$ cat src/rtl/peri_pkg.sv
// Shared register map and field layout for the peripheral target block.
// Imported by the target RTL, the decode stage and testbenches.
package peri_pkg;

    localparam int unsigned PERI_REG_W = 16;

    localparam logic [PERI_REG_W-1:0] PERI_CTRL    = 16'h0000;
    localparam logic [PERI_REG_W-1:0] PERI_TXDATA  = 16'h0001;
    localparam logic [PERI_REG_W-1:0] PERI_STATUS  = 16'h0002;
    localparam logic [PERI_REG_W-1:0] PERI_OVF_CLR = 16'h0003;

    localparam int unsigned CTRL_ENABLE = 0;
    localparam int unsigned CTRL_IRQ_EN = 1;
    localparam int unsigned CTRL_FLUSH  = 2;

    localparam int unsigned STAT_OVF   = 15;
    localparam int unsigned STAT_FULL  = 14;
    localparam int unsigned STAT_EMPTY = 13;
    localparam int unsigned STAT_CNT_W = 8;

    typedef struct packed {
        logic                  overflow;
        logic                  full;
        logic                  empty;
        logic [4:0]            rsvd;
        logic [STAT_CNT_W-1:0] count;
    } status_t;

endpackage

$ cat src/rtl/peri_fifo.sv
// Synchronous circular-buffer FIFO with first-word fall-through head,
// flush, and a drop indication for pushes that find the buffer full.
module peri_fifo #(
    parameter int unsigned DEPTH  = 8,
    parameter int unsigned DATA_W = 16,
    localparam int unsigned PTR_W = $clog2(DEPTH),
    localparam int unsigned CNT_W = PTR_W + 1
) (
    input  logic              clk,
    input  logic              rst,
    input  logic              push,
    input  logic              pop,
    input  logic              flush,
    input  logic [DATA_W-1:0] wdata,
    output logic [DATA_W-1:0] head_c,
    output logic              full_c,
    output logic              empty_c,
    output logic              empty_next_c,
    output logic              drop_c,
    output logic [CNT_W-1:0]  count
);

    logic [DATA_W-1:0] mem_q [DEPTH];
    logic [PTR_W-1:0]  rd_ptr_q, rd_ptr_d;
    logic [PTR_W-1:0]  wr_ptr_q, wr_ptr_d;
    logic [CNT_W-1:0]  count_q, count_d;
    logic              pop_ok, push_ok;

    // A pop frees a slot in the same cycle, so a full FIFO can still take a push.
    always_comb begin
        full_c   = (count_q == CNT_W'(DEPTH));
        empty_c  = (count_q == '0);
        pop_ok   = pop && !empty_c && !flush;
        push_ok  = push && !flush && (!full_c || pop_ok);
        drop_c   = push && !flush && full_c && !pop_ok;
        rd_ptr_d = rd_ptr_q;
        wr_ptr_d = wr_ptr_q;
        count_d  = count_q;
        if (flush) begin
            rd_ptr_d = '0;
            wr_ptr_d = '0;
            count_d  = '0;
        end else begin
            if (pop_ok)  rd_ptr_d = rd_ptr_q + PTR_W'(1);
            if (push_ok) wr_ptr_d = wr_ptr_q + PTR_W'(1);
            case ({push_ok, pop_ok})
                2'b10:   count_d = count_q + CNT_W'(1);
                2'b01:   count_d = count_q - CNT_W'(1);
                default: count_d = count_q;
            endcase
        end
        empty_next_c = (count_d == '0);
    end

    always_ff @(posedge clk or posedge rst) begin
        if (rst) begin
            rd_ptr_q <= '0;
            wr_ptr_q <= '0;
            count_q  <= '0;
        end else begin
            rd_ptr_q <= rd_ptr_d;
            wr_ptr_q <= wr_ptr_d;
            count_q  <= count_d;
        end
    end

    // Storage is not reset; the pointers alone define valid contents.
    always_ff @(posedge clk) begin
        if (push_ok) mem_q[wr_ptr_q] <= wdata;
    end

    assign head_c = mem_q[rd_ptr_q];
    assign count  = count_q;

endmodule

$ cat src/rtl/peri_target.sv
// Memory-mapped peripheral responder: CTRL/STATUS registers, a TX FIFO fed by
// core stores and drained over a valid/ready stream, and a level interrupt.
module peri_target
    import peri_pkg::*;
#(
    parameter int unsigned FIFO_DEPTH = 8,
    parameter int unsigned DATA_W     = 16,
    parameter int unsigned ADDR_W     = 16
) (
    input  logic              clk,
    input  logic              rst,
    input  logic              peri_web,
    input  logic [ADDR_W-1:0] peri_addr,
    input  logic [DATA_W-1:0] peri_datao,
    output logic [DATA_W-1:0] peri_datai,
    output logic              out_valid,
    output logic [DATA_W-1:0] out_data,
    input  logic              out_ready,
    output logic              irq
);

    localparam int unsigned CNT_W = $clog2(FIFO_DEPTH) + 1;

    logic              enable_q, enable_d;
    logic              irq_en_q, irq_en_d;
    logic              overflow_q, overflow_d;
    logic              irq_q, irq_d;
    logic [DATA_W-1:0] peri_datai_q, peri_datai_d;

    logic              ctrl_wr, tx_wr, ovf_clr, flush, pop;
    logic              fifo_full, fifo_empty, fifo_empty_next, fifo_drop;
    logic [CNT_W-1:0]  fifo_count;
    status_t           status;

    always_comb begin
        ctrl_wr   = !peri_web && (peri_addr == ADDR_W'(PERI_CTRL));
        tx_wr     = !peri_web && (peri_addr == ADDR_W'(PERI_TXDATA));
        ovf_clr   = !peri_web && (peri_addr == ADDR_W'(PERI_OVF_CLR));
        flush     = ctrl_wr && peri_datao[CTRL_FLUSH];
        out_valid = enable_q && !fifo_empty;
        pop       = out_valid && out_ready;
    end

    peri_fifo #(
        .DEPTH  (FIFO_DEPTH),
        .DATA_W (DATA_W)
    ) u_fifo (
        .clk          (clk),
        .rst          (rst),
        .push         (tx_wr),
        .pop          (pop),
        .flush        (flush),
        .wdata        (peri_datao),
        .head_c       (out_data),
        .full_c       (fifo_full),
        .empty_c      (fifo_empty),
        .empty_next_c (fifo_empty_next),
        .drop_c       (fifo_drop),
        .count        (fifo_count)
    );

    // Register updates; a drop in the same cycle as OVF_CLR keeps overflow set.
    always_comb begin
        enable_d     = enable_q;
        irq_en_d     = irq_en_q;
        overflow_d   = overflow_q;
        peri_datai_d = peri_datai_q;
        status       = '0;
        if (ctrl_wr) begin
            enable_d = peri_datao[CTRL_ENABLE];
            irq_en_d = peri_datao[CTRL_IRQ_EN];
        end
        if (ovf_clr)   overflow_d = 1'b0;
        if (fifo_drop) overflow_d = 1'b1;
        irq_d = irq_en_d && (fifo_empty_next || overflow_d);

        status.overflow = overflow_q;
        status.full     = fifo_full;
        status.empty    = fifo_empty;
        status.count    = STAT_CNT_W'(fifo_count);
        if (peri_web) begin
            peri_datai_d = '0;
            if (peri_addr == ADDR_W'(PERI_CTRL)) begin
                peri_datai_d[CTRL_ENABLE] = enable_q;
                peri_datai_d[CTRL_IRQ_EN] = irq_en_q;
            end else if (peri_addr == ADDR_W'(PERI_STATUS)) begin
                peri_datai_d = DATA_W'(status);
            end
        end
    end

    always_ff @(posedge clk or posedge rst) begin
        if (rst) begin
            enable_q     <= 1'b0;
            irq_en_q     <= 1'b0;
            overflow_q   <= 1'b0;
            irq_q        <= 1'b0;
            peri_datai_q <= '0;
        end else begin
            enable_q     <= enable_d;
            irq_en_q     <= irq_en_d;
            overflow_q   <= overflow_d;
            irq_q        <= irq_d;
            peri_datai_q <= peri_datai_d;
        end
    end

    assign peri_datai = peri_datai_q;
    assign irq        = irq_q;

endmodule
$ cat config.mk
export PLATFORM = sky130hd
export DESIGN_NAME = peri_target
export DESIGN_NICKNAME = d
export VERILOG_FILES = /design/src/rtl/peri_pkg.sv /design/src/rtl/peri_fifo.sv /design/src/rtl/peri_target.sv
export SDC_FILE = /design/constraint.sdc
export NUM_CORES = 1
export LEC_CHECK = 0
export ABC_AREA = 1
export BUFFER_PORTS_ARGS = -buffer_cell sky130_fd_sc_hd__buf_2
export CAP_MARGIN = 20
export CELL_PAD_IN_SITES_DETAIL_PLACEMENT = 1
export CELL_PAD_IN_SITES_GLOBAL_PLACEMENT = 2
export CORE_UTILIZATION = 40
export CTS_BUF_LIST = sky130_fd_sc_hd__clkbuf_8
export DETAILED_ROUTE_END_ITERATION = 10
export PLACE_DENSITY_LB_ADDON = 0.1
export SETUP_SLACK_MARGIN = 0.15
export SYNTH_ARGS = -nofsm -noshare
export SYNTH_HDL_FRONTEND = slang
export SYNTH_SLANG_ARGS = --single-unit
$ cat constraint.sdc
create_clock -name clk -period 2.8 [get_ports clk]
set_clock_uncertainty 0.1 [all_clocks]
set_input_delay 0.28 -clock clk [delete_from_list [all_inputs] [get_ports clk]]
set_output_delay 0.28 -clock clk [all_outputs]
set_load 0.01 [all_outputs]
[Word-level counts from Yosys, hierarchy flattened]
Memory sizes are Yosys's and may differ from the RTL's.
Index checks and enable logic that the tools add are counted.
Widths: inputs -> output; s select.
Storage, ports and cells
  flip-flop bits (word level): 30
  RAM bits: 128
  input port bits: 36
  memories kept: 1
Operators by class
  add/sub/neg operators: 4
  eq/ne operators: 6
  multiplexer cells: 14
  reductions and logical operators: 25
Memories
  u_fifo.mem_q: depth 8, width 16, rd ports 1, clocked after Yosys merged registers in 0, wr ports 1, RTL line peri_fifo.sv:23  | logic [DATA_W-1:0] mem_q [DEPTH];
Operators with widths (number)
  $eq 16x2->1 const B: 2
  $eq 16x1->1 const B: 1
  $logic_not 16->1: 1
  $mux 16: 1
  $mux 14: 1
  $logic_and 1x1->1: 13
  $mux 3: 4
  $logic_not 4->1: 2
  $pmux 4 s2: 1
  $add 3x1->3 const B: 2
  $logic_not 1->1: 5
  $mux 1: 5
  $add 4x1->4 const B: 1
  $eq 4x4->1 const B: 1
  $mux 4: 1
  $reduce_bool 2->1: 2
  $sub 4x1->4 const B: 1
  $eq 2x1->1 const B: 1
  $eq 2x2->1 const B: 1
  $logic_or 1x1->1: 2
  $mux 2: 1

[Depth between registers and ports, before layout]
Gate-level depths: netlist of the first run.
  depth after elaboration: 14
  mapped depth: 20
  depth with buffers taken out: 20

[Modules after synthesis]
From an unflattened synthesis of the first run, not the netlist that was laid out.
Second synthesis, totals
  cells, all modules: 561
  area total of the unflattened synthesis: 6394.9 um2
By module, submodules not included
  peri_fifo: instances 1, cells each 465, area an instance 5654.2 um2, seq. area each 4093.9 um2
  peri_target: instances 1, cells each 96, area an instance 740.7 um2, seq. area each 275.3 um2

[Worst setup path after synthesis of the first run]
OpenSTA, ideal clock, no wires.
  path type: reg2reg
  from: reg u_fifo.count_q[0], in the netlist u_fifo.count[0]
  to: reg irq_q, in the netlist irq
  arrival: 2.220 ns
  data required time: 2.623 ns
  path slack: 0.402 ns
  cell stages (with the launch flop): 21
  path buffers: 0
  clock period less this slack: 2.398 ns
  path through: dfrtp_1 -> nor2_1 -> nand3_1 -> nand2_1 -> inv_2 -> nand2_1 -> o21bai_4 -> nand2_4 -> nand2_1 -> ha_1 -> nand2_1 -> inv_1 -> nor2_1 -> ha_1 -> a21oi_1 -> nand3_1 -> nand2_1 -> o22ai_1 -> nand2_1 -> nand3_1 -> a21oi_1
Between the ends
  word-level cells in the longest chain between the ends: 14
  elaborated cells between the ends (all ways): 23
Ends and longest elaborated chain
  from (decl): RTL line peri_fifo.sv:26  | logic [CNT_W-1:0] count_q, count_d;
  from (signal assigned): RTL line peri_fifo.sv:63  | count_q <= count_d;
  $logic_not 4->1 (*): RTL line peri_fifo.sv:32  | empty_c = (count_q == '0);
  $logic_not 1->1 (*): RTL line peri_target.sv:40  | out_valid = enable_q && !fifo_empty;
  $logic_and 1x1->1 (*): RTL line peri_target.sv:40
  via out_valid: RTL line peri_target.sv:16  | output logic out_valid,
  $logic_and 1x1->1 (*): RTL line peri_target.sv:41  | pop = out_valid && out_ready;
  $logic_and 1x1->1 (*) (2 in series): RTL line peri_fifo.sv:33  | pop_ok = pop && !empty_c && !flush;
  $logic_or 1x1->1: RTL line peri_fifo.sv:34  | push_ok = push && !flush && (!full_c || pop_ok);
  $logic_and 1x1->1: RTL line peri_fifo.sv:34
  $eq 2x1->1 or $eq 2x2->1 (tied branches): RTL line peri_fifo.sv:46  | case ({push_ok, pop_ok})
  $pmux 4 s2: RTL line peri_fifo.sv:46
  $mux 4: RTL line peri_fifo.sv:39  | if (flush) begin
  $logic_not 4->1: RTL line peri_fifo.sv:52  | empty_next_c = (count_d == '0);
  $logic_or 1x1->1 (*): RTL line peri_target.sv:75  | irq_d = irq_en_d && (fifo_empty_next || overflow_d);
  $logic_and 1x1->1 (*): RTL line peri_target.sv:75
  via irq_d: RTL line peri_target.sv:27  | logic irq_q, irq_d;
  to (signal assigned): RTL line peri_target.sv:103  | irq_q <= irq_d;
  to (decl): RTL line peri_target.sv:27
The timed path passes the listed nets; every way through them passes the cells marked *.
A chain may end at the register's enable or synchronous reset.

[Worst setup path in the final report of the first run]
  from: in peri_web
  to: reg irq_q, in the netlist irq
Between the ends
  word-level cells in the longest chain between the ends: 13
  elaborated cells between the ends (all ways): 23
Ends and longest elaborated chain
  from (decl): RTL line peri_target.sv:12  | input logic peri_web,
  $logic_not 1->1 (*): RTL line peri_target.sv:36, peri_target.sv:37, peri_target.sv:38
  $logic_and 1x1->1: RTL line peri_target.sv:36  | ctrl_wr = !peri_web && (peri_addr == ADDR_W'(PERI_CTRL));
  $logic_and 1x1->1: RTL line peri_target.sv:39  | flush = ctrl_wr && peri_datao[CTRL_FLUSH];
  $logic_not 1->1: RTL line peri_fifo.sv:33, peri_fifo.sv:34, peri_fifo.sv:35
  $logic_and 1x1->1: RTL line peri_fifo.sv:33
  $logic_or 1x1->1: RTL line peri_fifo.sv:34
  $logic_and 1x1->1: RTL line peri_fifo.sv:34
  $eq 2x1->1 or $eq 2x2->1 (tied branches): RTL line peri_fifo.sv:46
  $pmux 4 s2: RTL line peri_fifo.sv:46
  $mux 4: RTL line peri_fifo.sv:39
  $logic_not 4->1: RTL line peri_fifo.sv:52
  $logic_or 1x1->1: RTL line peri_target.sv:75
  $logic_and 1x1->1 (*): RTL line peri_target.sv:75
  via irq_d: RTL line peri_target.sv:27
Marks and branches as above.

==> results of run 1 <==
-- cell families after synthesis --
kind of cell,after synthesis,synth area share (%)
xor gates and xnor gates,2,0.277
AOI/OAI and AO/OA,120,10.6
DFF,149,69.1
adders and majority gates,5,0.990
and+or+nand+nor,216,14.4
other,1,0.0593
buffers and inverters,63,4.55
-- cell usage in the layout (no fill, tap or decap), drive strengths merged --
| cell type | instances |
|---|---|
| nor2 | 140 |
| edfxtp | 128 |
| buf | 90 |
| o21ai | 73 |
| nand2 | 52 |
| inv | 32 |
| dfrtp | 21 |
| o22ai | 18 |
| clkbuf | 17 |
| nand3 | 17 |
| a31oi | 16 |
| dlygate4sd3 | 14 |
| conb | 9 |
| a21oi | 7 |
| clkinv | 6 |
| bufinv | 5 |
| ha | 5 |
| o31ai | 4 |
| nor3 | 3 |
| clkinvlp | 2 |
| nand3b | 2 |
| o21bai | 1 |
| xor2 | 1 |
| o21a | 1 |
| or2 | 1 |
| xnor2 | 1 |
| nand4 | 1 |
-- Yosys cell counts, drive strengths merged, types with 4 or more instances --
library cell / instances
ha: 5
edfxtp: 128
buf: 19
o31ai: 4
a21oi: 7
nand3: 17
dfrtp: 21
nor2: 140
clkbuf: 14
a31oi: 16
o22ai: 18
nand2: 52
o21ai: 73
inv: 29
-- where the power goes --
part           internal [mW]  total, mW  switching, mW  leakage, nW
registers               2.46       2.49         0.0366         1.42
clock network           1.07       1.90          0.836        0.228
logic                  0.756       2.11           1.35         1.30
total                   4.28       6.51           2.23         2.95
-- per-stage QoR --
step	std cells	cell area [sq um]	utilization [%]	hold slack [ps]	power [mW]
finish	878	7640	49.9	24.2	6.51
global route	878	7640	49.9	9.98	6.91
CTS	872	7560	49.4	3.13	6.52
detailed placement	826	6950	45.4	383	4.59
global placement	826	6950	45.4	366	4.55
floorplan	564	6350	-	157	3.87
-- layout make-up --
class                      instances  area share [%]
clock inverter                    15            2.95
clock buffer                      17            3.06
multi-input combinational        352            22.7
timing repair buffer             104            9.04
sequential                       149            57.2
tap                              211            3.46
inverter                          30            1.52
-- timing repair --
action	4_1_cts	5_1_grt
pin swaps	0	3
gates resized for setup	2	10
hold buffers	14	0
setup endpoints to repair	1	5
endpoints found under the hold margin	115	0
setup buffers	0	6
-- path summary, 6_finish.rpt --
| path | from | to | slack [ps] |
|---|---|---|---|
| setup / recovery | peri_web | irq | 330 |
| hold / removal | peri_datao[1] | u_fifo.mem_q[2][1] | 20 |
| setup reg to reg | u_fifo.count[1] | irq | 340 |
| hold reg to reg | peri_datai[2] | peri_datai[2] | 400 |
| max in group asynchronous | rst | u_fifo.rd_ptr_q[0] | 1570 |
| min in group asynchronous | rst | u_fifo.count[0] | 430 |
-- registers in the layout, summed over array words and instances, names as in the netlist --
| register | count |
|---|---|
| enable_q | 1 |
| irq | 1 |
| irq_en_q | 1 |
| overflow_q | 1 |
| peri_datai | 7 |
| u_fifo.count | 4 |
| u_fifo.mem_q | 128 |
| u_fifo.rd_ptr_q | 3 |
| u_fifo.wr_ptr_q | 3 |
-- per-layer routing --
metal / vias to the layer above / wire (um) / part of all wire (%) / global-route usage (%)
li1: 2127 / - / - / -
met1: 2210 / 7060 / 46 / 25.6
met2: 63 / 7660 / 50 / 35.7
met3: 17 / 339 / 2.2 / 3.88
met4: 0 / 211 / 1.4 / 7.27
met5: - / 0 / 0 / 0
==> metrics, run 1 <==
top post-synthesis cells by area=edfxtp_1 61%, dfrtp_1 8.3%, nor2_1 8.1%; DR vias=~4,400; DRC viols=0; pre-CTS WS=-18.0 ps; minimum clock period=roughly 2500 ps; unrepaired setup endpoints after global routing=true; Final nets=a little under 700; Post-Syn Area=between 6000 and 7000 sq um; PD cells=852 nW/um^2; number of global-route vias before repair=4,743; DP HPWL=9570 um; post-synth top area share=between 60 and 70%; CTS tree=done; critical path peak fanout=5; slowest stage delay, CP=530 ps; die height=between 100 and 150 um; Slew @ Worst Pin=about 860 ps; Root Driver=clkbuf_8; critical path, cell by cell=dlygate4sd3_1 -> buf_2 -> nor3_1 -> nand2_1 -> nor2_2 -> nand2_4 -> ha_4 -> nand2_1 -> inv_1 -> nor2_2 -> ha_1 -> nor2_1 -> a21oi_1 -> o21ai_1 -> nand3_1 -> a21oi_2; Starting Density=about two fifths; area of the core=about 15,000 sq um; initial antenna violation count=0; die width=128 um; FFs w/ async S/R, synth=14.1%; post-synth cell types=34; Worst path top cell family by delay=simple AND/OR/NAND/NOR gates; n_diodes=0; leakage=about 3 nW; Yosys warnings=0; wire per inst=17.4 um; Clock Tree Buf Depth=2; Synth Register Bits=around 150; synthesized area per cell=11.4 sq um; H-Tree Depth=4; Max Cap Viol=0; Critical-path top delay cell=dlygate4sd3_1; Synth Instances=about 560; type of the tightest min-delay check=in2reg; largest net degree at the start of global routing=42; fin crit share=approximately nine tenths; total global routing overflow=0; fraction of the yosys area taken by sequential cells=about 70%; Buffers on Ports=60; EDFF count, synth=around 130; Critical Path AT=about 2800 ps; FILL cells=~1,700; Reg2Reg Depth=20; Max rail drop VDD=~0.53 mV; Crit Path Class=in2reg; WHS Path Cells=1; FF/Latch Area=~4400 sq um; Slew HR=between 40 and 50%; clock net sink count=~150; final worst setup slack=roughly 330 ps; Starting DRT DRC Count=191; TritonCTS buffer count=17; Slew Limit Fails=0; final hold violations=0; Clock Latency Late Sink=approximately 460 ps; Finish-stage setup viols=0; crit end category=flop; GP Congestion=0.807; fraction of layout cells with a size suffix above 1=about 22%; total track usage=20.5%; WP depth=16; IO Pins=70; Max Freq=between 400 and 500 MHz; Cell Rows=45; dominant cell type by area after synthesis=edfxtp_1; CP Launch Type=input pin; ys flop type=edfxtp_1; status=finished clean; area of the multi-input gates=1740 sq um; Post-DRT Antenna Nets=0; WP buf/inv=3; die area=around 16,000 sq um; DRT Wirelength=15,300 um; Final TNS setup=0 ps; clock slew at reported path FFs=90 ps; drt pass-1 iters=4; WP data required=around 3100 ps; Via density=just over 5; synthesis-to-layout area growth=20.8%; first-pass GRT wire length=roughly 25,000 um
Note: power is estimated with default switching activity, not from simulation.
==> run 2: changes to the inputs <==
Settings changed: PLACE_DENSITY from default to 0.81, PLACE_DENSITY_LB_ADDON 0.1 to default, SLEW_MARGIN from default to 20.
Clock period 2.8 ns to 2.35 ns, I/O delays scaled along.
==> run 2 against run 1 <==
  * The run now ends with setup timing left
  * Worst hold slack better by 15 ps
  * Die area unchanged
  * Routed wire length up 50%
  * Critical path type is now reg2reg
  * Clock-buffer cell count unchanged
  * Final cell count up 10%
  * Non-clock buffer count up 91
  * Combinational power up 140%
  * Largest cell class unchanged
==> metrics, run 2 (synthesis gave the netlist of run 1 again) <==
status=finished, violations left; failing checks=setup timing; DRC viols=0; clock power share=21.0%; Slew Limit Fails=0; DR vias=between 5,000 and 6,000; CP dominant cell by count=nand2_4; final hold violations=0; number of global-route vias before repair=between 5,000 and 6,000; WHS Path Cells=3; total global routing overflow=0; Critical-path top delay cell=dfrtp_1; drt pass-1 iters=4; DP HPWL=roughly 10,000 um; FILL cells=1,561; Reg power frac=a little under 30%; Clock Tree Buf Depth=2; TritonCTS buffer count=17; Via density=between 5 and 6; Starting Density=41.3%; WP data required=around 2600 ps; Cell Rows=45; R2R Path Start=u_fifo.count[1]; switching power total=3.85 mW; Critical Path AT=between 2000 and 3000 ps; FF/Latch Area=approximately 4400 sq um; cell internal pwr=roughly 6.4 mW; R2R setup slack=-220 ps; IO Pins=70; worst hold margin=slightly below 40 ps; largest net degree at the start of global routing=23; clock slew at reported path FFs=about 90 ps; fin crit share=109%; final worst setup slack=-217 ps; Net Sw Frac=a little under two fifths; DRT Wirelength=about 23,000 um; Reg2Reg Depth=20; crit end category=flop; minimum clock period=between 2000 and 3000 ps; Max Cap Viol=0; fraction of layout cells with a size suffix above 1=44.6%; H-Tree Depth=4; Logic pwr share=between 40% and 50%; Finish-stage setup viols=12; slowest stage delay, CP=around 430 ps; leakage=approximately 3.7 nW; Starting DRT DRC Count=roughly 470; CP Launch Type=flop; synthesis-to-layout area growth=48.9%; WHS Endpoint=u_fifo.rd_ptr_q[2]; area of the multi-input gates=around 2300 sq um; wire per inst=between 20 and 25 um; pre-CTS WS=-210 ps; critical path peak fanout=3; unrepaired setup endpoints after global routing=true; r2r endpoint=irq; die height=128 um; most common cell after layout, fill and taps aside=edfxtp_1; die area=around 16,000 sq um; initial antenna violation count=0; Max rail drop VDD=around 0.42 mV; most flop-heavy register=u_fifo.mem_q; Post-DRT Antenna Nets=0; commonest non-fill, non-tap cells in the layout=128 x edfxtp_1, 97 x nor2_1, 60 x buf_2; clock net sink count=approximately 150; area of the core=around 15,000 sq um; die width=approximately 130 um; hold path start=out_ready; max reg flops=approximately 130; Final nets=~800; Crit Path Class=reg2reg; first-pass GRT wire length=32,300 um; type of the tightest min-delay check=in2reg; Final TNS setup=-1130 ps; CTS tree=done; Root Driver=clkbuf_8; critical path, cell by cell=nor2_4 -> nand3_2 -> nand2_2 -> inv_2 -> nand2_4 -> o21bai_4 -> nand2_4 -> nand2_4 -> ha_4 -> nand2_2 -> inv_2 -> nor2_4 -> ha_4 -> a21oi_4 -> nand3_2 -> nand2_1 -> o22ai_1 -> nand2_1 -> nand3_1 -> a21oi_1; n_diodes=0; Clock Latency Late Sink=between 400 and 500 ps; Buffers on Ports=60; Slew @ Worst Pin=~890 ps; PD cells=between 1000 and 1500 nW/um^2; Slew HR=around 41%; Max Freq=approximately 390 MHz; GP Congestion=approximately 0.81; total track usage=a little over a quarter
run 2: cell count changes in the layout (fill, tap and decap cells not counted), sizes merged:
cell / before / now
buf: 90 / 176
bufinv: 5 / 3
inv: 32 / 33
bufbuf: 0 / 1
clkbuf: 17 / 18
clkinv: 6 / 7
dlygate4sd3: 14 / 17
run 2: routing by layer:
layer  track usage, %  up-vias  share of wire (%)
met5                0        -                  0
met4             12.4        0                3.0
met3             5.55       63                3.7
met2             47.5      163                 54
met1             32.2     2705                 39
li1                 -     2322                  -
run 2: area by class of cell:
class	count	share of cell area, %
flip-flops and latches	149	46.4
multi-input cells	352	24.9
repair buffers	195	20.2
well taps	211	2.81
clock buffers	17	2.49
clock inverters	15	1.91
inverters	30	1.28
run 2: stage by stage:
step | util [%] | area, sq um | instances | total power, mW
after floorplan | - | 6370 | 564 | 4.61
after global placement | 47.0 | 7200 | 854 | 5.56
after detailed placement | 47.0 | 7200 | 854 | 5.64
after CTS | 57.7 | 8830 | 956 | 9.33
after global routing | 61.4 | 9410 | 969 | 10.7
final | 61.4 | 9410 | 969 | 10.3
run 2: worst max path at each step:
stage,cells after the start,to,slack [ps],startpoint
2_1_floorplan,9,u_fifo.mem_q[1][0],30,u_fifo.count[3]
3_3_place_gp,17,irq,-60,peri_addr[7]
3_5_place_dp,17,irq,-210,peri_addr[5]
4_1_cts,20,irq,-50,u_fifo.count[0]
5_1_grt,20,irq,-340,u_fifo.count[1]
6_report,20,irq,-220,u_fifo.count[1]
run 2: what timing repair did:
item / CTS / global route
setup buffers: 43 / 11
endpoints found under the hold margin: 144 / 0
cloned: 10 / 2
endpoints found under the setup margin: 30 / 150
gates resized for setup: 150 / 132
pin swaps: 66 / 64
hold buffers: 17 / 0
run 2: critical path: cells and delay by family (launching register included):
kind                       cells  cell delay (ps)
AOI/OAI and AO/OA              4              530
adders and majority gates      2              310
buffers and inverters          2              130
DFF                            1              430
and+or+nand+nor               12              990
run 2: power by group through the flow:
stage | logic (mW) | clock network, mW | registers [mW]
4_1_cts | 4.24 | 2.10 | 2.99
6_report | 5.10 | 2.15 | 3.01
5_1_grt | 5.39 | 2.26 | 3.01
3_3_place_gp | 2.50 | 0 | 3.05
3_5_place_dp | 2.58 | 0 | 3.05
2_1_floorplan | 1.58 | 0 | 3.03
